<file path="src/rtl/regfile_bist.sv">
// March-style self test for a 2-read/1-write register file: writes a pattern and
// reads it back pairwise, then repeats with the inverted pattern.
module regfile_bist #(
   parameter int ADDR_W = 5,
   parameter int XLEN   = 32
) (
   input  logic              clk,
   input  logic              rst,
   input  logic              start,
   output logic              busy,
   output logic              done,
   output logic              pass,
   output logic [ADDR_W-1:0] fail_addr,
   output logic [XLEN-1:0]   fail_data,
   output logic              we3,
   output logic [ADDR_W-1:0] wa3,
   output logic [XLEN-1:0]   wd3,
   output logic [ADDR_W-1:0] ra1,
   output logic [ADDR_W-1:0] ra2,
   input  logic [XLEN-1:0]   rd1,
   input  logic [XLEN-1:0]   rd2
);

   typedef enum logic [1:0] {IDLE, WRITE, READ, FINISH} state_t;

   localparam logic [ADDR_W-1:0] LAST = '1;

   state_t              state_q, state_d;
   logic                pidx_q, pidx_d;
   logic [ADDR_W-1:0]   addr_q, addr_d;
   logic [ADDR_W-1:0]   addr_nxt;
   logic                pass_d;
   logic [ADDR_W-1:0]   fail_addr_d;
   logic [XLEN-1:0]     fail_data_d;

   // Pass 0 writes 2*a, pass 1 its complement, so every bit is seen at both levels.
   function automatic logic [XLEN-1:0] pattern(input logic p, input logic [ADDR_W-1:0] a);
      logic [XLEN-1:0] v;
      v = XLEN'({a, 1'b0});
      return p ? ~v : v;
   endfunction

   // Register x0 is hardwired to zero, so it never reads back the pattern.
   function automatic logic [XLEN-1:0] expected(input logic p, input logic [ADDR_W-1:0] a);
      return (a == '0) ? '0 : pattern(p, a);
   endfunction

   assign addr_nxt = addr_q + ADDR_W'(1);

   // NOTE: every output and next-state signal gets a default before the case so the
   // combinational block cannot infer latches; blocking '=' is correct here.
   always_comb begin
      state_d     = state_q;
      pidx_d      = pidx_q;
      addr_d      = addr_q;
      pass_d      = pass;
      fail_addr_d = fail_addr;
      fail_data_d = fail_data;
      busy        = (state_q != IDLE);
      done        = (state_q == FINISH);
      we3         = 1'b0;
      wa3         = '0;
      wd3         = '0;
      ra1         = '0;
      ra2         = '0;

      case (state_q)
         IDLE: begin
            if (start) begin
               state_d     = WRITE;
               pidx_d      = 1'b0;
               addr_d      = '0;
               pass_d      = 1'b0;
               fail_addr_d = '0;
               fail_data_d = '0;
            end
         end
         WRITE: begin
            we3    = 1'b1;
            wa3    = addr_q;
            wd3    = pattern(pidx_q, addr_q);
            addr_d = addr_nxt;
            if (addr_q == LAST) state_d = READ;
         end
         READ: begin
            ra1 = addr_q;
            ra2 = addr_nxt;
            if (rd1 != expected(pidx_q, addr_q)) begin
               fail_addr_d = addr_q;
               fail_data_d = rd1;
               pass_d      = 1'b0;
               state_d     = FINISH;
            end else if (rd2 != expected(pidx_q, addr_nxt)) begin
               fail_addr_d = addr_nxt;
               fail_data_d = rd2;
               pass_d      = 1'b0;
               state_d     = FINISH;
            end else begin
               addr_d = addr_nxt;
               if (addr_q == LAST) begin
                  if (!pidx_q) begin
                     pidx_d  = 1'b1;
                     state_d = WRITE;
                  end else begin
                     pass_d  = 1'b1;
                     state_d = FINISH;
                  end
               end
            end
         end
         FINISH: state_d = IDLE;
         default: state_d = IDLE;
      endcase
   end

   // NOTE: state registers use non-blocking '<=' so all flops update together at the edge.
   always_ff @(posedge clk or posedge rst) begin
      if (rst) begin
         state_q   <= IDLE;
         pidx_q    <= 1'b0;
         addr_q    <= '0;
         pass      <= 1'b0;
         fail_addr <= '0;
         fail_data <= '0;
      end else begin
         state_q   <= state_d;
         pidx_q    <= pidx_d;
         addr_q    <= addr_d;
         pass      <= pass_d;
         fail_addr <= fail_addr_d;
         fail_data <= fail_data_d;
      end
   end

endmodule

</file>
<file path="config.mk">
export PLATFORM = sky130hd
export DESIGN_NAME = regfile_bist
export DESIGN_NICKNAME = d
export VERILOG_FILES = /design/src/rtl/regfile_bist.sv
export SDC_FILE = /design/constraint.sdc
export NUM_CORES = 1
export LEC_CHECK = 0
export CAP_MARGIN = 20
export CORE_MARGIN = 1
export CORE_UTILIZATION = 46
export CTS_BUF_LIST = sky130_fd_sc_hd__clkbuf_8
export DETAILED_ROUTE_END_ITERATION = 7
export PLACE_DENSITY = 0.84
export RECOVER_POWER = 100
export SLEW_MARGIN = 20
export SYNTH_ARGS = -nofsm -noshare
export SYNTH_HDL_FRONTEND = slang
export SYNTH_SLANG_ARGS = --single-unit
</file>
<file path="constraint.sdc">
create_clock -name clk -period 3.9 [get_ports clk]
set_clock_uncertainty 0.15 [all_clocks]
set_input_delay 0.975 -clock clk [delete_from_list [all_inputs] [get_ports clk]]
set_output_delay 0.975 -clock clk [all_outputs]
set_load 0.01 [all_outputs]
</file>
==> results.yml <==
outcome:
  status: "finished with violations"
  violations: "capacitance limit, slew limit"
critical_path:
  required_ps: 3930
  cp_max_fo: 6
  reg2reg_depth: 11
  worstSetupPathType: "input port to flop"
  r2r-end: "state_q[0]$_DFFE_PP0P_"
  reg2reg_from: "addr_q[1]$_DFFE_PP0P_"
  r2r_setup_slack_ps: 290
  arrival_ps: 3780
  cp-end-kind: "flop"
  critPathLaunchType: "input port"
min_path:
  hold_end: "pass$_DFFE_PP0P_"
  min_delay_path_depth: 2
  worst_hold_startpoint: "pass$_DFFE_PP0P_"
  hp-class: "flop to flop"
clock_network:
  cts_setup_buffers: 0
  cts_max_path_buffers: 2
  cts_buffers: 5
  clock_sinks: 46
  cts.hold.buffers_added: 0
  htree_num_levels: 2
  cts_tree: "yes"
  clk_pin_slew_ps: 90
  cts_root_buffer: "clkbuf_8"
  clk_latency_ps: 300
  cts-resized-gates: 0
place:
  post-place-ws_ps: -31.08
  placed_cells: 672
  gp_congestion: 0.9091
  dp_hpwl_um: 9173
  port_buffers: 154
floorplan:
  pin_count: 155
  chipWidth_um: 94.77
  die_area_mm2: 0.008981
  die_h_um: 94.77
  rows: 33
  coreArea_mm2: 0.008258
  start_util_pct: 47.94
power:
  power.density_mw_per_mm2: 545.4
  vdd_drop_max_mv: 0.2982
  p_leak_nw: 2.585
logic_synthesis:
  synth_top_flop_cell: "dfrtp_1"
  synth_xor_area_share_pct: 3.540
  yosys.area.top_type: "dfrtp_1"
  synth.net_count: 515
  yosysTopAreaCellShare_pct: 29.08
  synth_cells: 439
  synth-edff-count: 0
  ys_seq_area_share_pct: 29.08
  ys_warn_count: 0
  yosys.area_share.simple_pct: 22.31
  synth_top_family_by_area: "simple AND/OR/NAND/NOR gates"
  ys_seq_elements: 46
  synthTopCellsByArea: "dfrtp_1, mux2i_1, o22ai_2"
  synth-compound-area-share_pct: 18.62
  syn_area_mm2: 0.003959
  synthArstFlopShare_pct: 100.0
  synth_common_cells: "dfrtp_1, inv_1, mux2i_1"
  synth_cell_types: 62
  synthMuxAreaShare_pct: 9.861
  synth_fa_ha_area_share_pct: 2.845
  synth.most_common_cell: "dfrtp_1"
  avgSynthCellArea_um2: 9.018
routing:
  ant_nets: 0
  drt_wl_total_um: 12000
  vias: 3918
  drt_pass1_iterations: 5
  post_drt_wl_per_cell_um: 17.65
  drcViolationCount: 0
  drt_iter0_drc: 266
  via_per_inst: 5.762
finish:
  drive_gt1_share_pct: 8.348
  area_growth_pct: 36.92
  final_cells: 680
  fillCellCount: 714
  diodes: 0
  fin_nets: 650
timing:
  max-slew-margin-rel_pct: -40.09
  period_needed_ps: 3755
  post-route-period-util_pct: 96.28
  rsz0062_at_grt: "no"
  timing.final.hold_violations: 0
  layout_setup_ws_ps: 145.1
  worst_pin_slew_ps: 2090
  setup_viol: 0
  slew_violations: 47
  timing.fmax_ghz: 0.2663
grt:
  grt_use_total_pct: 26.92
  grt_overflow_total: 0
  grt_pass1_wl_um: 18820
  antenna_found_initial: 0
  grt_max_degree: 47
  grt_pass1_vias: 3978
run:
  drv_cap: 1
worst max-delay path, cell delays in order:
cell and delay (ps):
clkdlybuf4s50_1 480, buf_4 120, nand4_1 110, nor4_1 510, nand3_1 180, a22oi_2 190
nand3_1 170, or3_1 480, clkbuf_1 220, o21ai_0 210, o21ai_0 130
logic make-up after synthesis:
family,Yosys count
and+or+nand+nor,151
buffers and inverters,98
AOI/OAI and AO/OA,80
DFF,46
muxes,39
xor gates and xnor gates,16
adders and majority gates,9
final cells by class:
type                    instances  area [um2]  area share (%)
clock buffers                   5       68.82           1.270
clock inverters                 3       21.27          0.3924
inverters                      45       170.2           3.139
well taps                     105       131.4           2.424
flip-flops and latches         46        1151           21.24
multi-input cells             295        2103           38.80
repair buffers                181        1774           32.73
cell usage in the layout (no fill, tap or decap), types with 5 or more instances in the layout:
cell and count:
nor4_1 18, and2_0 7, xor2_1 8, dfrtp_1 46, o22ai_1 33, o21ai_0 7
inv_1 43, dlygate4sd3_1 80, buf_4 22, xnor2_1 8, a31oi_1 5, and2_1 7
a21oi_1 6, nor3_1 12, nand2b_1 5, nand3_1 8, nor2b_1 6, mux2i_1 39
nand3b_1 5, nor2_1 23, ha_1 9, nand4_1 17, nand2_1 19, clkbuf_8 5
clkdlybuf4s50_1 74
power by group:
group	internal, mW	leakage (nW)	switching, mW
clock network	0.126	0.0441	0.177
registers	0.689	0.619	0.141
logic	0.859	1.92	0.964
worst max-delay path by stage:
stage | start | end | slack, ps | cells past startpoint
after floorplan | addr_q[0]$_DFFE_PP0P_ | addr_q[3]$_DFFE_PP0P_ | 550 | 13
after global placement | rd1[6] | addr_q[3]$_DFFE_PP0P_ | 50 | 9
after detailed placement | rd1[6] | addr_q[3]$_DFFE_PP0P_ | -30 | 9
after CTS | rd1[6] | addr_q[3]$_DFFE_PP0P_ | 270 | 9
after global routing | rd1[9] | pidx_q$_DFFE_PP0P_ | 80 | 10
final | rd1[16] | state_q[0]$_DFFE_PP0P_ | 150 | 11
metal layers:
layer / vias to the layer above / wire (um) / GRT usage, %
li1: 1836 / - / -
met1: 1852 / 5030 / 32.92
met2: 189 / 5833 / 46.94
met3: 41 / 777 / 3.784
met4: 0 / 361 / 11.62
met5: - / 0 / 0
registers in the layout (all words and copies together) (netlist names):
name,cells
fail_addr,5
state_q,2
fail_data,32
pidx_q,1
addr_q,5
pass,1
metrics by stage:
| stage | hold WS, ps | util (%) | instance area (um2) | setup TNS (ps) | power [mW] |
|---|---|---|---|---|---|
| after floorplan | 378.8 | - | 3959 | 0 | 2.009 |
| after global placement | 337.8 | 66.80 | 5517 | 0 | 2.830 |
| after detailed placement | 349.4 | 66.80 | 5517 | -31.08 | 2.897 |
| after CTS | 365.5 | 67.89 | 5607 | 0 | 3.211 |
| after global routing | 412.2 | 65.64 | 5420 | 0 | 3.152 |
| final | 358.4 | 65.64 | 5420 | 0 | 2.956 |
Power figures use the tool's default switching activity.
